==> src/rtl/vga_fb_arbiter.sv <==
// vga_fb_arbiter: single-port framebuffer arbiter; scanout reads always win,
// two game-logic writers share the remaining cycles round-robin.
module vga_fb_arbiter #(
    parameter int ADDR_W      = 15,
    parameter int DATA_W      = 8,
    parameter int VBLANK_ONLY = 0
) (
    input  logic              i_clk,
    input  logic              i_rst,
    input  logic              i_pix_stb,
    input  logic              i_blanking,
    input  logic              i_animate,
    input  logic [9:0]        i_x,
    input  logic [8:0]        i_y,
    input  logic              i_req0,
    input  logic              i_req1,
    input  logic [ADDR_W-1:0] i_addr0,
    input  logic [ADDR_W-1:0] i_addr1,
    input  logic [DATA_W-1:0] i_wdata0,
    input  logic [DATA_W-1:0] i_wdata1,
    output logic              o_gnt0,
    output logic              o_gnt1,
    output logic [ADDR_W-1:0] o_mem_addr,
    output logic              o_mem_we,
    output logic [DATA_W-1:0] o_mem_wdata,
    input  logic [DATA_W-1:0] i_mem_rdata,
    output logic [DATA_W-1:0] o_pix_data,
    output logic              o_pix_valid,
    output logic [7:0]        o_frame
);
    typedef enum logic [1:0] {IDLE, READ, WR0, WR1} state_t;

    state_t            state_q, state_d;
    logic [ADDR_W-1:0] addr_q, addr_d;
    logic [DATA_W-1:0] wdata_q, wdata_d;
    logic [7:0]        frame_q;
    logic              valid_q, open_q, open_d, prio1_q, prio1_d;
    logic              slot, wopen, elig0, elig1, take0, take1, unused_ok;

    assign unused_ok = ^{i_x[1:0], i_y[1:0]};

    always_comb begin
        slot    = i_pix_stb && !i_blanking;
        wopen   = (VBLANK_ONLY == 0) || open_q;
        // a writer granted this cycle is still holding its old request
        elig0   = !slot && wopen && i_req0 && state_q != WR0;
        elig1   = !slot && wopen && i_req1 && state_q != WR1;
        take0   = elig0 && !(elig1 && prio1_q);
        take1   = elig1 && !take0;
        state_d = slot ? READ : take0 ? WR0 : take1 ? WR1 : IDLE;
        addr_d  = slot ? ADDR_W'({i_y[8:2], i_x[9:2]}) : take0 ? i_addr0 : take1 ? i_addr1 : addr_q;
        wdata_d = take0 ? i_wdata0 : take1 ? i_wdata1 : wdata_q;
        prio1_d = take0 ? 1'b1 : take1 ? 1'b0 : prio1_q;
        open_d  = i_animate ? 1'b1 : slot ? 1'b0 : open_q;
    end

    always_ff @(posedge i_clk) begin
        if (i_rst) begin
            state_q <= IDLE;
            addr_q  <= '0;
            wdata_q <= '0;
            frame_q <= '0;
            valid_q <= 1'b0;
            open_q  <= 1'b0;
            prio1_q <= 1'b0;
        end else begin
            state_q <= state_d;
            addr_q  <= addr_d;
            wdata_q <= wdata_d;
            frame_q <= frame_q + 8'(i_animate);
            valid_q <= state_q == READ;
            open_q  <= open_d;
            prio1_q <= prio1_d;
        end
    end

    assign o_gnt0      = state_q == WR0;
    assign o_gnt1      = state_q == WR1;
    assign o_mem_we    = o_gnt0 || o_gnt1;
    assign o_mem_addr  = addr_q;
    assign o_mem_wdata = wdata_q;
    assign o_pix_valid = valid_q;
    assign o_pix_data  = valid_q ? i_mem_rdata : '0;
    assign o_frame     = frame_q;
endmodule

==> config.mk <==
export PLATFORM = sky130hd
export DESIGN_NAME = vga_fb_arbiter
export DESIGN_NICKNAME = d
export VERILOG_FILES = /design/src/rtl/vga_fb_arbiter.sv
export SDC_FILE = /design/constraint.sdc
export NUM_CORES = 1
export LEC_CHECK = 0
export BUFFER_PORTS_ARGS = -buffer_cell sky130_fd_sc_hd__clkbuf_2
export CORE_MARGIN = 5
export CORE_UTILIZATION = 32
export CTS_CLUSTER_SIZE = 8
export DETAILED_ROUTE_END_ITERATION = 8
export PLACE_DENSITY = 0.67
export RECOVER_POWER = 50
export REMOVE_ABC_BUFFERS = 1
export SETUP_SLACK_MARGIN = 0.15
export SYNTH_ARGS = -nofsm -noshare
export SYNTH_HDL_FRONTEND = slang
export SYNTH_SLANG_ARGS = --single-unit
==> constraint.sdc <==
create_clock -name i_clk -period 2.3 [get_ports i_clk]
set_clock_uncertainty 0.2 [all_clocks]
set_input_delay 0.345 -clock i_clk [delete_from_list [all_inputs] [get_ports i_clk]]
set_output_delay 0.345 -clock i_clk [all_outputs]
set_load 0.02 [all_outputs]
After elaboration in Yosys (flattened, before gate mapping)

Index checks and enable logic that the tools add are counted.

Register bits: 35
Input port bits: 80
Output and inout port bits: 43
Word-level logic and storage cells: 40

Add/subtract/negate cells: 1
Equality and inequality tests: 5
Mux-type cells: 11
Reduce and logical (&&, ||, !) cells: 16

Operators with widths:

| operator           | number |
|---|---|
| $mux 15            | 3 |
| $mux 8             | 3 |
| $add 8x1->8        | 1 |
| $logic_and 1x1->1  | 8 |
| $eq 2x2->1 const B | 2 |
| $logic_not 1->1    | 4 |
| $mux 2             | 2 |
| $ne 2x2->1 const B | 2 |
| $mux 1             | 3 |
| $reduce_bool 3->1  | 1 |
| $eq 2x1->1 const B | 1 |
| $reduce_bool 2->1  | 1 |
| $reduce_or 2->1    | 1 |
| $logic_or 1x1->1   | 1 |

Longest topological paths before layout

Depth after elaboration: 13
Gate-level depth with buffers: 6
Gate-level depth less buffers: 5

Least setup slack after synthesis

OpenSTA, ideal clock, no wires.

Path kind: register to register
From: reg state_q[1]
To: reg addr_q[0], in the netlist o_mem_addr[0]
Setup time: 0.117 ns
Arrival: 1.528 ns
Data required time: 1.983 ns
Path slack: 0.455 ns
Stages on the path, launching flop included: 7
Path buffers: 2
Period minus slack after synthesis: 1.845 ns
Cells stage by stage: dfxtp_1 > and3b_1 > buf_6 > nand3b_4 > buf_6 > a211o_1 > a32o_1

Cells in the longest elaborated chain, start to end: 8
Elaborated cells between the ends (all ways): 12
Classes of those cells: eq/ne: 2; mux: 2; reduce/logical: 8

RTL lines:

| item                               | RTL line | RTL |
|---|---|---|
| from (decl)                        | 33       | `state_t state_q, state_d;` |
| from (signal assigned)             | 67       | `state_q <= state_d;` |
| $ne 2x2->1                         | 47       | `elig1 = !slot && wopen && i_req1 && state_q != WR1;` |
| $logic_and 1x1->1                  | 47       |  |
| $logic_and 1x1->1                  | 48       | `take0 = elig0 && !(elig1 && prio1_q);` |
| $logic_not 1->1                    | 48       |  |
| $logic_and 1x1->1                  | 48       |  |
| $logic_not 1->1                    | 49       | `take1 = elig1 && !take0;` |
| $logic_and 1x1->1                  | 49       |  |
| $reduce_bool 3->1 (no source line) | --       |  |
| to (signal assigned)               | 68       | `addr_q <= addr_d;` |
| to (decl)                          | 34       | `logic [ADDR_W-1:0] addr_q, addr_d;` |

Parallel ways exist; a longest one is shown, timed or not.
A chain may end at the register's enable or synchronous reset.

Final worst setup path

From: reg state_q[1]
To: reg addr_q[4], in the netlist o_mem_addr[4]

The elaborated chain is that of the path after synthesis.

==> results.toml <==
[status]
status = "complete, no violations"

[power]
vdd_drop_max_mv = 0.3319
p_int_uw = 1254
p_switching_uw = 469.7
clock_power_share = 0.383
power.density_nw_per_um2 = 677.9
comb_power_share = 0.220
leakage_uw = 0.001223
swShare = 0.2725
pwr-share-seq = 0.397

[drt]
drc_errors = 0
antenna_left = 0
via_per_inst = 5.026
first_pass_iters = 4
drt_iter0_markers = 119
via_count = 1915
wl_per_cell_um = 14.51
drt-total-wl_um = 5527

[sta]
final-hold-violation-count = 0
setup_viol = 0
tightest_slew_ns = 0.7347
holdWs_ns = 0.1217
max_slew_margin = 0.5086
fmax_ghz = 0.4944
rsz0062_at_grt = "no"
final.setup.worst_slack_ns = 0.2772
tns_ns = 0
period_minus_slack_ns = 2.023
min_period_over_period = 0.8795
drv_slew = 0

[global_routing]
grt_overflow = 0
grt_pass1_wl_um = 8983
grt_pass1_vias = 1854
grt_max_degree = 27
antenna_found_initial = 0
grt_usage = 0.1530

[job]
max-cap-violations = 0

[hold_path]
hp-class = "in2reg"

[synthesis]
synthTopCellsByArea = "dfxtp_1, a32o_1, a211o_1"
yosys.area_share.simple = 0.2441
synth_edf_count = 0
syn_avg_cell_area_um2 = 9.319
synth_area_leader_cell = "dfxtp_1"
ys_warn_count = 0
synth-compound-area-share = 0.2259
synthDistinctLibCells = 33
synthArstFlopShare = 0
synth_area_um2 = 1789
synth_xor_area_frac = 0.02937
ys_seq_elements = 35
synthMuxAreaShare = 0.04476
netlist_instances = 192
synthAdderAreaFrac = 0.01399
synth_top_area_share = 0.3916
synthFlopType = "dfxtp_1"
ys_seq_area_frac = 0.3916
synth_top_family_by_area = "simple AND/OR/NAND/NOR gates"

[placed_design]
finalWeightedCongestion = 0.7564
io_buffers = 118
placed_area_um2 = 2435
dp_hpwl_um = 4125
dp_cells = 373
place_ws_ns = 0.03394

[critical_path]
start_kind = "flop"
cpMaxStageDelayCell = "nor3_4"
cp_data_required_time_ns = 2.33
path_class = "reg2reg"
crit_fanout = 15
worstSetupEndpointType = "flop"
critical_path.cell_chain = "nand2b_1 > o22a_1 > nor3_4 > a32o_1"
max_stage_delay_ns = 0.63
arrival_ns = 2.05

[floorplanning]
floorplan.initialDensity = 0.3269
design.core.area_um2 = 5473
dieHeight_um = 84.78
dieWidth_um = 84.78
rows = 27
ios = 123
dieArea_um2 = 7187

[layout]
final_common_cell = "clkbuf_2"
stdcell_area_um2 = 2542
layout-drive-gt1-share = 0.3528
nNetsFinal = 390
instances_no_fill = 381
final_cell_mix = "clkbuf_2, dfxtp_1, clkbuf_1"
multi_input_area_um2 = 1008
areaGrowthSynthToFinish_pct = 42.10
antenna_cells = 0
ff_latch_area_um2 = 700.7
filler_cell_count = 578

[clock_tree]
numCtsBuffers = 5
clk_pin_slew_ns = 0.08
htreeDepth = 2
insertion_delay_ns = 0.29
clock-root-buffer = "clkbuf_8"
clockBufferDepth = 2
cts_tree = "built"
cts_sinks = 35
==> path summary, 6_finish.rpt <==
kind	from	endpoint	slack, ns	cells after the start
max	state_q[1]	o_mem_addr[4]	0.28	4
min	i_wdata0[7]	o_mem_wdata[7]	0.12	3
min reg2reg	o_mem_wdata[5]	o_mem_wdata[5]	0.26	1
max reg2reg	state_q[1]	o_mem_addr[4]	0.28	4
==> cells by family (layout without fill, tap and decap cells) <==
family,after synthesis,after routing
adders and majority gates,2,2
xor gates and xnor gates,6,6
muxes,8,8
DFF,35,35
buffers and inverters,17,134
AOI/OAI and AO/OA,46,46
and+or+nand+nor,78,78
==> synthesized netlist by cell type (all sizes together) (2+ instances only) <==
cell type,instances
a21oi,3
buf,6
nand2,15
xnor2,2
and3,2
nor3,16
o2bb2ai,8
nand2b,17
ha,2
nor2b,3
a32o,15
and2,9
dfxtp,35
xor2,4
nor2,7
inv,2
a211o,15
clkbuf,9
nand3,4
mux2i,8
==> registers in the layout (all words and copies together), names as in the netlist <==
name,count
o_mem_addr,15
o_mem_wdata,8
o_pix_valid,1
prio1_q,1
o_frame,8
state_q,2
==> routing by layer <==
metal | wire length [µm] | vias to the layer above | track usage
li1 | - | 940 | -
met1 | 2188 | 898 | 0.1869
met2 | 2808 | 70 | 0.2569
met3 | 466 | 7 | 0.04809
met4 | 63 | 0 | 0.04604
met5 | 0 | - | 0
==> final cells by class <==
class | count | share of cell area
timing repair buffer | 124 | 0.2357
clock inverter | 3 | 0.02657
sequential | 35 | 0.2756
multi-input combinational | 140 | 0.3967
inverter | 2 | 0.002953
clock buffer | 5 | 0.02707
tap | 72 | 0.03543
==> power by group through the flow <==
stage / sequential, µW / combinational, µW / clock [µW]
6_report: 684 / 379 / 660
5_1_grt: 692 / 416 / 705
4_1_cts: 685 / 395 / 680
3_5_place_dp: 699 / 392 / 0
3_3_place_gp: 697 / 387 / 0
2_1_floorplan: 754 / 164 / 0
==> per-stage QoR <==
stage	total power [µW]	util
finish	1724	0.4646
global placement	1084	0.4449
detailed placement	1091	0.4449
global route	1813	0.4646
floorplan	917.8	-
CTS	1761	0.4710
==> critical path: cells and delay by family, from the launching register on <==
| kind | cells | cell delay [ns] |
|---|---|---|
| AOI/OAI and AO/OA | 2 | 0.51 |
| DFF | 1 | 0.41 |
| and+or+nand+nor | 2 | 0.84 |
==> timing repair <==
action,4_1_cts,5_1_grt
hold buffers,0,0
setup endpoints to repair,15,4
resized for setup,1,1
buffers inserted,0,0
No activity file was read; power rests on OpenSTA's default activity.
